**src/rtl/dm_arbiter.sv**
```systemverilog
// Round-robin arbiter sharing a single-port data memory between a single-word
// CPU port (A) and a burst loader port (B); read data returns one cycle later.
module dm_arbiter #(
  parameter int AW = 10,
  parameter int DW = 32,
  parameter int LW = 4
) (
  input  logic          clk,
  input  logic          reset,
  input  logic          a_req,
  input  logic          a_we,
  input  logic [AW-1:0] a_addr,
  input  logic [DW-1:0] a_wdata,
  output logic          a_gnt,
  output logic          a_rvalid,
  output logic [DW-1:0] a_rdata,
  input  logic          b_req,
  input  logic          b_we,
  input  logic [AW-1:0] b_addr,
  input  logic [LW-1:0] b_len,
  input  logic [DW-1:0] b_wdata,
  output logic          b_gnt,
  output logic          b_rvalid,
  output logic [DW-1:0] b_rdata,
  output logic          b_done,
  output logic [AW-1:0] dm_addr,
  output logic [DW-1:0] dm_din,
  output logic          dm_we,
  input  logic [DW-1:0] dm_dout
);
  typedef enum logic {IDLE, BURST} state_t;

  state_t        state;
  logic          prio_b;
  logic [AW-1:0] base;
  logic [LW-1:0] beat, last;
  logic          bwe;

  logic a_win, b_win, burst_go, b_rd;

  // Grants are gated by reset so nothing reaches memory while it is held.
  always_comb begin
    a_win    = 1'b0;
    b_win    = 1'b0;
    burst_go = 1'b0;
    if (!reset && state == IDLE) begin
      a_win = a_req & (~b_req | ~prio_b);
      b_win = b_req & (~a_req |  prio_b);
    end
    if (!reset && state == BURST) burst_go = b_req;
    a_gnt   = a_win;
    b_gnt   = b_win | burst_go;
    dm_addr = a_addr;
    dm_din  = a_wdata;
    dm_we   = 1'b0;
    b_rd    = ~bwe;
    if (a_win) begin
      dm_we = a_we;
    end else if (b_win) begin
      dm_addr = b_addr;
      dm_din  = b_wdata;
      dm_we   = b_we;
      b_rd    = ~b_we;
    end else if (state == BURST) begin
      dm_addr = base + AW'(beat);
      dm_din  = b_wdata;
      dm_we   = burst_go & bwe;
    end
  end

  always_ff @(posedge clk or posedge reset) begin
    if (reset) begin
      state    <= IDLE;
      prio_b   <= 1'b0;
      base     <= '0;
      beat     <= '0;
      last     <= '0;
      bwe      <= 1'b0;
      a_rvalid <= 1'b0;
      a_rdata  <= '0;
      b_rvalid <= 1'b0;
      b_rdata  <= '0;
      b_done   <= 1'b0;
    end else begin
      a_rvalid <= a_win & ~a_we;
      if (a_win & ~a_we) a_rdata <= dm_dout;
      b_rvalid <= b_gnt & b_rd;
      if (b_gnt & b_rd) b_rdata <= dm_dout;
      b_done <= 1'b0;
      if (a_win) begin
        prio_b <= 1'b1;
      end else if (b_win) begin
        base <= b_addr;
        last <= b_len;
        bwe  <= b_we;
        beat <= LW'(1);
        if (b_len == '0) begin
          b_done <= 1'b1;
          prio_b <= 1'b0;
        end else begin
          state <= BURST;
        end
      end else if (state == BURST) begin
        if (b_req) begin
          beat <= beat + LW'(1);
          if (beat == last) begin
            state  <= IDLE;
            prio_b <= 1'b0;
            b_done <= 1'b1;
          end
        end else begin
          // Requester withdrew mid-burst: abandon it silently.
          state  <= IDLE;
          prio_b <= 1'b0;
        end
      end
    end
  end
endmodule

```
**config.mk**
```make
export PLATFORM = sky130hd
export DESIGN_NAME = dm_arbiter
export DESIGN_NICKNAME = d
export VERILOG_FILES = /design/src/rtl/dm_arbiter.sv
export SDC_FILE = /design/constraint.sdc
export NUM_CORES = 1
export LEC_CHECK = 0
export ABC_AREA = 1
export CAP_MARGIN = 20
export CORE_MARGIN = 4
export CORE_UTILIZATION = 40
export DETAILED_ROUTE_END_ITERATION = 7
export GPL_TIMING_DRIVEN = 0
export PLACE_DENSITY = 0.83
export RECOVER_POWER = 25
export SLEW_MARGIN = 20
export SYNTH_ARGS = -nofsm -noshare
export SYNTH_HDL_FRONTEND = slang
export SYNTH_SLANG_ARGS = --single-unit
export TNS_END_PERCENT = 30
```
**constraint.sdc**
```tcl
create_clock -name clk -period 6.5 [get_ports clk]
set_input_delay 1.625 -clock clk [delete_from_list [all_inputs] [get_ports clk]]
set_output_delay 1.625 -clock clk [all_outputs]
set_load 0.005 [all_outputs]
```
# After elaboration in Yosys (flattened, before gate mapping)
# Cells that the tools add are included.
# word_totals
regBits	88
output_inout_bits	112
word_cells	78
# classes
add_sub_neg	2
eq_ne	4
mux	34
bitwise	16
n_reduce_logical	11
# ops
cell	count
2-to-1 mux 32 bit	3
2-to-1 mux 10 bit	3
2-to-1 mux 1 bit	25
2-to-1 mux 4 bit	3
adder 10 x 4 -> 10 bit	1
inverter 1 bit	8
AND reduction 3 bit	2
AND 1 bit	5
adder 4 x 1 -> 4 bit (second input constant)	1
equality test 4 bit	1
zero test 4 bit	1
!= test 4 x 1 -> 1 bit (second input constant)	1
AND reduction 2 bit	2
nonzero test 2 bit	2
!= test 3 x 2 -> 1 bit (second input constant)	1
OR 1 bit	3
nonzero test 3 bit	1
logical AND 1 bit	2
!= test 2 bit (second input constant)	1
zero test 1 bit	1

# Depth between registers and ports, before layout
# depth
ltp_word	7
depth_mapped	11

# Least setup slack after synthesis
# OpenSTA, ideal clock, no wires.
# synth_path
path_kind	in2out
from	input reset
to	output dm_we
arrival_time_ns	4.087
path_slack_ns	0.788
path_stages	3
path_cell_list	inv_1 > nand3_1 > o211ai_1
# synth_via
elab_chain_len	7
word_cells_on_any_way	10
# synth_lines
element	line_no	rtl
from (decl)	9	input logic reset,
zero test 1 bit (no line) (*)	--	
logical AND 1 bit	50	if (!reset && state == BURST) burst_go = b_req;
2-to-1 mux 1 bit	50	
AND 1 bit	67	dm_we = burst_go & bwe;
2-to-1 mux 1 bit	64	end else if (state == BURST) begin
2-to-1 mux 1 bit	59	end else if (b_win) begin
2-to-1 mux 1 bit (*)	57	if (a_win) begin
to (decl)	28	output logic dm_we,
# Mark *: on every way between the ends. The rest lies on a longest branch, timed or not.

# Final worst setup path
# layout_path
from	input reset
to	output dm_din[14]
# layout_via
elab_chain_len	5
word_cells_on_any_way	6
# layout_lines
element	line_no	rtl
zero test 1 bit (no line) (*)	--	
logical AND 1 bit (*)	46	if (!reset && state == IDLE) begin
2-to-1 mux 1 bit	46	
2-to-1 mux 32 bit	59	
2-to-1 mux 32 bit (*)	57	
to (decl)	27	output logic [DW-1:0] dm_din,
# Marks and branches as above.

==> run_results.csv <==
group,metric,value,unit
routing,drtIter0Drc,137,
floorplanning,die_h,113,µm
finish,final_cell_mix,"clkdlybuf4s50_1, nand2_1, dfrtp_1, inv_1, o21ai_1",
synthesis,ys_seq_elements,88,
finish,fillers,879,
floorplanning,die_w,113,µm
grt,gr-total-overflow,0,
clock_network,cts_resized,0,
clock_network,post_cts_buffers,0,
floorplanning,start_util,40.8,%
outcome,status,"finished with violations",
synthesis,syn_inst,490,
outcome,violations,"capacitance limit, slew limit",
clock_network,cts_tree,"built",
grt,use_met2,40.6,%
setup_path,critPathBufInv,4,
routing,num_vias,4331,
synthesis,yosys.cell_types.count,30,
finish,area_delta_synth_final,61.1,%
grt,grt_pass1_vias,4699,
sta,setup_viol,0,
synthesis,synth_flop_cell,"dfrtp_1",
grt,grt_util_all_layers,22.7,%
sta,finalCritPeriodShare,88.8,%
clock_network,clk-insertion-delay-late,350,ps
setup_path,crit_path_max_fanout,10,
synthesis,ys_seq_area_share,49.8,%
clock_network,cts_sinks,88,
placed_design,post-place-ws,1120,ps
grt,use_met1,25.0,%
clock_network,h-tree-depth,3,
clock_network,cts_hold_buf,0,
run,drv_cap,1,
synthesis,syn-num-nets,622,
synthesis,yosysTopAreaCell,"dfrtp_1",
floorplanning,num_io_pins,238,
routing,dr.pass1.iters,5,
clock_network,max-clock-path-buffers,2,
floorplanning,die_area,12800,µm²
sta,worst_slack,730,ps
finish,num-nets-final,870,
setup_path,cp_slowest_cell,"dlygate4sd3_1",
synthesis,synth_enable_flop_cells,0,
sta,final_max_slew_viol_count,54,
synthesis,synth_top_cell_area_share,49.8,%
grt,met3_usage,9.04,%
sta,tightestPinTransition,2800,ps
placed_design,place_congestion,0.922,
synthesis,ys_async_sr_fraction,100,%
sta,finClkSkew,11.4,ps
sta,rsz0062_at_grt,"false",
routing,drt-total-wl,14500,µm
synthesis,synthTopCellsByArea,"dfrtp_1, nand2_1, mux2_1",
setup_path,slowest_delay,630,ps
pwr,leakagePower,3.31,nW
setup_path,crit_type,"in -> out",
routing,routedWlPerCell,16.4,µm
floorplanning,core_area,10800,µm²
sta,fmax,0.173,GHz
finish,layout-drive-gt1-share,9.30,%
clock_network,root_buffer,"clkbuf_8",
routing,postRouteAntennaNets,0,
setup_path,critPathTopFamily,"buffers and inverters",
setup_path,cp_data_required_time,4880,ps
placed_design,io_buffer_count,236,
grt,top_usage_layer,"met2",
pwr,p_total,2.61,mW
clock_network,cts.clk_slew.worst_paths,90,ps
pwr,irDropWorstVdd,0.238,mV
setup_path,cp-end-kind,"output port",
synthesis,avgSynthCellArea,9.03,µm²
clock_network,cts_buffers,9,
pwr,p_per_area,367,nW/µm²
sta,hold_ws,496,ps
finish,final_common_cell,"clkdlybuf4s50_1",
routing,post-route-drc-count,0,
sta,period_needed,5770,ps
grt,grt_pass1_wl,23400,µm
floorplanning,rows,38,
setup_path,start_kind,"primary input",
synthesis,yosysWarnings,0,
sta,hold_viol,0,
grt,grt_antenna_before_repair,1,
grt,grt_max_degree,54,
placed_design,dp_hpwl,11500,µm
sta,slew_headroom,-86.9,%
worst_hold_path,worstHoldPathType,"reg -> reg",
setup_path,crit_arrival,4150,ps
synthesis,synthesis.area,4420,µm²
setup_path,crit_path_cell_trace,"dlygate4sd3_1, nor2_1, nand3_2, clkbuf_1, nand2_4, buf_4, mux2_1, clkdlybuf4s50_1",
routing,drt-vias-per-instance,4.90,
## worst reg2reg max path, stage by stage (launching register included)
cell and delay (ps):
dfrtp_1 390, buf_6 130, nor2_1 200, nand3_2 110
clkbuf_1 290, nand2_2 180, nand3_2 100, buf_6 160
buf_6 150, nand2_1 70, o21ai_1 70
## routing by layer
layer / share of wire (%) / wire length [µm] / vias to the layer above
met5: 0 / 0 / -
met4: 1.3 / 193 / 0
met3: 11 / 1530 / 17
met2: 50 / 7310 / 189
met1: 38 / 5460 / 2051
li1: - / - / 2074
## metrics by stage
stage	setup TNS (ps)	instance area [µm²]	util [%]	cells
2_1_floorplan	0	4420	-	490
3_3_place_gp	-2090	6960	64.2	866
3_5_place_dp	0	6990	64.5	867
4_1_cts	0	7170	66.1	882
5_1_grt	0	7130	65.8	883
6_report	0	7130	65.8	883
## registers in the layout (all words and copies together) (netlist names)
| signal | count |
|---|---|
| bwe | 1 |
| a_rvalid | 1 |
| b_rvalid | 1 |
| b_done | 1 |
| state | 1 |
| base | 10 |
| beat | 4 |
| a_rdata | 32 |
| last | 4 |
| b_rdata | 32 |
| prio_b | 1 |
## layout make-up
cell class,instances,area [µm²],share of cell area (%)
Clock inverter,6,50.0,0.702
Inverter,57,216,3.04
Multi-Input combinational cell,321,1830,25.7
Tap cell,140,175,2.46
Buffer,24,163,2.28
Antenna cell,1,2.50,0.0351
Timing Repair Buffer,237,2370,33.2
Clock buffer,9,124,1.74
Sequential cell,88,2200,30.9
## logic make-up after synthesis
kind of cell | count (synthesis) | share of synthesized area [%]
mux | 32 | 8.14
compound gates | 94 | 12.9
fa+ha+maj | 6 | 1.87
buf+inv | 81 | 8.68
flops | 88 | 49.8
simple gates | 183 | 17.4
xor+xnor | 6 | 1.19
## cell usage after synthesis, types with 5 or more instances
cell type / number
o21ai_0: 17
o21ai_1: 45
clkbuf_1: 9
nor2_1: 8
dfrtp_1: 88
xor2_1: 6
ha_1: 5
mux2_1: 29
o21ai_2: 23
nand2_1: 133
inv_1: 53
buf_6: 9
nand3_1: 29
a21oi_1: 5
## final timing paths
check                      slack (ps)        from           to  cells past startpoint
setup / recovery                  730       reset   dm_din[14]                      8
hold / removal                    500  b_rdata[0]   b_rdata[0]                      2
setup reg to reg                 4560       state  b_rdata[31]                     10
hold reg to reg                   500  b_rdata[0]   b_rdata[0]                      2
max in group asynchronous        1680       reset  a_rdata[12]                      3
min in group asynchronous        1810       reset  b_rdata[20]                      2
## where the power goes
| part | total, mW | switching [mW] | leakage, nW | internal, mW |
|---|---|---|---|---|
| Combinational | 1.31 | 0.549 | 2.12 | 0.762 |
| Sequential | 0.952 | 0.165 | 1.10 | 0.787 |
| Clock | 0.350 | 0.208 | 0.0831 | 0.142 |
Power figures use the tool's default switching activity.
